===== src/rtl/ibra_valrdy_to_credit.sv =====
// Valid/ready to credit-based flow-control bridge with a 1-cycle registered output stage.
// Optional macro IBRA_V2C_CREDIT_CHECK_EN builds the sticky credit-overflow detector.
module ibra_valrdy_to_credit #(
  parameter int DATA_WIDTH = 64,
  parameter int CREDITS    = 4
) (
  input  logic                  clk,
  input  logic                  reset,
  input  logic [DATA_WIDTH-1:0] data_in,
  input  logic                  valid_in,
  output logic                  ready_in,
  output logic [DATA_WIDTH-1:0] data_out,
  output logic                  valid_out,
  input  logic                  yummy_in,
  output logic                  credit_err
);

  localparam logic [3:0] CREDITS_C = 4'(CREDITS);

  logic [3:0]            credit_cnt_q, credit_cnt_d;
  logic [DATA_WIDTH-1:0] data_out_q, data_out_d;
  logic                  valid_out_q, valid_out_d;
  logic                  xfer_s;
  logic                  overflow_s;

  // Readiness depends only on the registered count, never on this cycle's inputs.
  assign ready_in   = (credit_cnt_q != 4'd0);
  assign xfer_s     = valid_in & ready_in;
  assign overflow_s = yummy_in & ~xfer_s & (credit_cnt_q == CREDITS_C);

  // Credit counter and output stage next-state.
  always_comb begin
    credit_cnt_d = credit_cnt_q;
    data_out_d   = data_out_q;
    valid_out_d  = 1'b0;
    case ({xfer_s, yummy_in})
      2'b10:   credit_cnt_d = credit_cnt_q - 4'd1;
      2'b01: begin
        if (overflow_s) begin
          credit_cnt_d = credit_cnt_q;
        end else begin
          credit_cnt_d = credit_cnt_q + 4'd1;
        end
      end
      default: credit_cnt_d = credit_cnt_q;
    endcase
    if (xfer_s) begin
      data_out_d  = data_in;
      valid_out_d = 1'b1;
    end else begin
      data_out_d  = data_out_q;
      valid_out_d = 1'b0;
    end
  end

  // Main state registers with synchronous active-low reset.
  always_ff @(posedge clk) begin
    if (!reset) begin
      credit_cnt_q <= CREDITS_C;
      data_out_q   <= '0;
      valid_out_q  <= 1'b0;
    end else begin
      credit_cnt_q <= credit_cnt_d;
      data_out_q   <= data_out_d;
      valid_out_q  <= valid_out_d;
    end
  end

  assign data_out  = data_out_q;
  assign valid_out = valid_out_q;

`ifdef IBRA_V2C_CREDIT_CHECK_EN
  logic credit_err_q, credit_err_d;

  // Overflow flag is sticky until reset.
  always_comb begin
    if (overflow_s) begin
      credit_err_d = 1'b1;
    end else begin
      credit_err_d = credit_err_q;
    end
  end

  // Error flag register.
  always_ff @(posedge clk) begin
    if (!reset) begin
      credit_err_q <= 1'b0;
    end else begin
      credit_err_q <= credit_err_d;
    end
  end

  assign credit_err = credit_err_q;
`else
  assign credit_err = 1'b0;
`endif

endmodule

===== config.mk =====
export PLATFORM = sky130hd
export DESIGN_NAME = ibra_valrdy_to_credit
export DESIGN_NICKNAME = d
export VERILOG_FILES = /design/src/rtl/ibra_valrdy_to_credit.sv
export SDC_FILE = /design/constraint.sdc
export NUM_CORES = 1
export LEC_CHECK = 0
export ABC_AREA = 1
export CAP_MARGIN = 20
export CORE_MARGIN = 2
export CORE_UTILIZATION = 39
export DETAILED_ROUTE_END_ITERATION = 10
export GPL_TIMING_DRIVEN = 0
export PLACE_DENSITY = 0.76
export REMOVE_ABC_BUFFERS = 1
export SLEW_MARGIN = 20
export SYNTH_ARGS = -nofsm -noshare
export SYNTH_HDL_FRONTEND = slang
export SYNTH_SLANG_ARGS = --single-unit

===== constraint.sdc =====
create_clock -name clk -period 2.3 [get_ports clk]
set_input_delay 0.46 -clock clk [delete_from_list [all_inputs] [get_ports clk]]
set_output_delay 0.46 -clock clk [all_outputs]
set_load 0.05 [all_outputs]

==> metrics.md <==
| Metric | Value |
|---|---|
| Drt via density | 4.71 |
| P_int | 2.26 mW |
| Largest family of logic cells by synthesized area | simple AND/OR/NAND/NOR gates |
| Clk sinks | 69 |
| Clk Latency, worst-skew pair | roughly 0.34 ns |
| CP endpoint kind | register |
| Routed length on met3 | between 300 and 400 microns |
| Pre-CTS setup slack | -0.459 ns |
| Antenna violations before repair | 0 |
| Share of cells above drive strength 1 | under 10% |
| Hold-critical path depth | 2 |
| XOR/XNOR Fraction of Synth Area | 0.341% |
| Tot Pwr | 3.67 mW |
| Cell Area, Synth | 2570 sq um |
| Slew @ Worst Pin | 0.692 ns |
| Setup violators final | 0 |
| Hold Path Sink | data_out[2]$_SDFFE_PN0P_ |
| Commonest cells in the netlist | nor2_1, dfxtp_1, o21ai_0 |
| Critical R2R Launch | credit_cnt_q[1]$_SDFFE_PN0P_ |
| Largest net degree at the start of global routing | 70 |
| Power per Cell Area | 903 nW/um^2 |
| Met1 Wirelength | 3.10 mm |
| Worst endpoint required time | 2.53 ns |
| FF-to-FF setup slack | 0.23 ns |
| Initial Util | 40.5% |
| Rows | 29 |
| HP Class | register to register |
| Post-Synth Simple-Gate Area | 23.7% |
| Drt pass-1 iters | 4 |
| Post-synthesis mux area share | 0% |
| Global placement routability congestion | 0.775 |
| Reg2Reg Depth | 11 |
| Max-cap violations | 0 |
| Die Span Y | 85.2 microns |
| Post-Synth Adder-Cell Area | 1.75% |
| I/O Pins | about 140 |
| Comb pwr share | 36.5% |
| Main synth FF type | dfxtp_1 |
| Detailed Place HPWL | 4.47 mm |
| Wirelength, routed | 7.03 mm |
| Crit path arrival time | 2.30 ns |
| Reg2reg end | credit_cnt_q[3]$_SDFFE_PN0P_ |
| TritonCTS Buffers | 9 |
| Asr flop ratio synth | 0% |
| Gr ovfl total | 0 |
| Max Root-Sink Buffers | 2 |
| Number of H-tree levels | 3 |
| Leakage | 1.66 nW |
| Post-synth top area cell | dfxtp_1 |
| CP max FO | 35 |
| Clock root cell | clkbuf_8 |
| PortBufs | roughly 130 |
| Flop pwr share | between 30% and 40% |
| Worst-path clk slew | 0.07 ns |
| Worst Setup Path Type | register to register |
| YS warnings | 0 |
| Metal2 WL | approximately 3.4 mm |
| Gr usage total | 18.6% |
| Max Used Layer | met4 |
| Vias in the first global route | 2342 |
| Hold Path Origin | data_out[2]$_SDFFE_PN0P_ |
| Synth area leaders | dfxtp_1, nor2_1, o21ai_0, buf_6, buf_2 |
| First-pass GRT wire length | 11.0 mm |
| Unrepaired setup endpoints after global routing | no |
| Syn_area_per_cell | 7.94 sq um |
| WL per Instance | 13.3 microns |
| Layout Cell Area excl Fill | 4070 sq um |
| Final Hold Viols | 0 |
| Clock Power Share | 24.4% |
| Distinct cells, synth | 23 |
| Post-synth top area share | 53.7% |
| Core Box Area | 6350 sq um |
| Status | completed |
| #FFs+latches synth | between 60 and 70 |
| Switch Pwr | 1.41 mW |
| Dpl cell area | a little under 4000 sq um |
| Count leader, synth | nor2_1 |
| Tmin final | 2.07 ns |
| CTS tree | built |
| Die X | 85.2 microns |
| Slew Limit Fails | 0 |
| DR iter-0 viols | 62 |
| Die area | ~7300 sq um |
| Post-synth EDFFs | 0 |
| Area delta synth->final | 58.1% |
| Sum Neg Setup Slack | 0 ns |
| Vias after detailed routing | 2496 |
| Headroom to the max-slew limit | 53.8% |
| PnR worst setup slack | 0.228 ns |
| Final period util | between 90% and 100% |
| Final #Nets | 519 |
| Maximum clock rate | around 480 MHz |
| Diodes inserted | 0 |
| Clock Skew | between 0.01 and 0.015 ns |
| Worst VDD drop | 0.542 mV |
| Critical Path Source Type | register |
| Cells after Synth | 324 |
| Switching share of power | 38.3% |
| Compound-Gate Fraction of Synth Area | 13.0% |
| Antenna Nets Post-Route | 0 |
| DRC viols | 0 |
| Sequential share of the synthesized area | 53.7% |
[critical path: stages (launching register included)]
cell and delay (ns):
dfxtp_1 0.35, nor2_2 0.16, nand2_2 0.16, nand2_8 0.25
nand2_2 0.12, ha_1 0.34, nand3_1 0.10, nand3_1 0.09
inv_1 0.07, nand3_2 0.07, a21oi_1 0.18, nor2_1 0.06
[routing by layer]
metal  vias up  global-route usage, %
li1       1278                      -
met1      1128                   22.7
met2        77                   31.8
met3        13                   4.18
met4         0                   7.65
met5         -                      0
[layout make-up]
cell class / count / area, sq um
clock buffers: 12 / 155
fillers: 569 / 2280
multi-input cells: 226 / 1030
clock inverters: 4 / 22.5
flip-flops and latches: 69 / 1380
inverters: 8 / 32.5
repair buffers: 134 / 1350
well taps: 77 / 96.3
[metrics by stage]
stage	utilization, %	hold slack (ns)	instances
after floorplan	-	0.475	302
after global placement	60.6	0.463	512
after detailed placement	60.8	0.469	513
after CTS	63.7	0.486	529
after global routing	64.0	0.508	530
final	64.0	0.481	530
[repair_timing]
| action | 4_1_cts | 5_1_grt |
|---|---|---|
| hold buffers | 0 | 0 |
| setup buffers | 0 | 0 |
| pin swaps | 0 | 1 |
| cloned | 0 | 1 |
| gates resized for setup | 1 | 3 |
| setup endpoints to repair | 1 | 2 |
[registers in the layout, summed over array words and instances (netlist names)]
signal / flops
valid_out: 1
data_out: 64
credit_cnt_q: 4
[worst max path at each step]
| stage | startpoint | endpoint | depth (start not counted) |
|---|---|---|---|
| CTS | credit_cnt_q[0]$_SDFFE_PN0P_ | ready_in | 3 |
| global placement | reset | data_out[30]$_SDFFE_PN0P_ | 3 |
| finish | credit_cnt_q[1]$_SDFFE_PN0P_ | credit_cnt_q[3]$_SDFFE_PN0P_ | 11 |
| detailed placement | valid_in | credit_cnt_q[3]$_SDFFE_PN0P_ | 10 |
| global route | credit_cnt_q[0]$_SDFFE_PN0P_ | credit_cnt_q[3]$_SDFFE_PN0P_ | 11 |
| floorplan | credit_cnt_q[1]$_SDFFE_PN0P_ | credit_cnt_q[3]$_SDFFE_PN0P_ | 11 |
[power by group through the flow]
stage                     Clock (mW)  Sequential (mW)  Combinational [mW]
after floorplan                    0             1.94               0.344
after global placement             0             1.45                1.30
after detailed placement           0             1.46                1.32
after CTS                      0.912             1.44                1.34
after global routing           0.961             1.46                1.44
final                          0.895             1.43                1.34
[kinds of logic after synthesis]
group / after synthesis
AND/OR/NAND/NOR: 153
flip-flops: 69
AO/OA/AOI/OAI: 67
buffers and inverters: 30
adder cells (fa/ha/maj): 3
XOR/XNOR: 1
other: 1
[cell usage in the layout (no fill, tap or decap), types with 2 or more instances in the layout]
cell and count:
clkbuf_8 11, clkdlybuf4s50_1 130, clkinv_2 3, dfxtp_1 69
dlymetal6s2s_1 2, ha_1 2, inv_1 6, nand2_1 5
nand2_2 3, nand3_1 5, nand3_2 2, nor2_1 135
o21ai_0 63, o21ai_1 3
(Power assumes the default switching activity.)
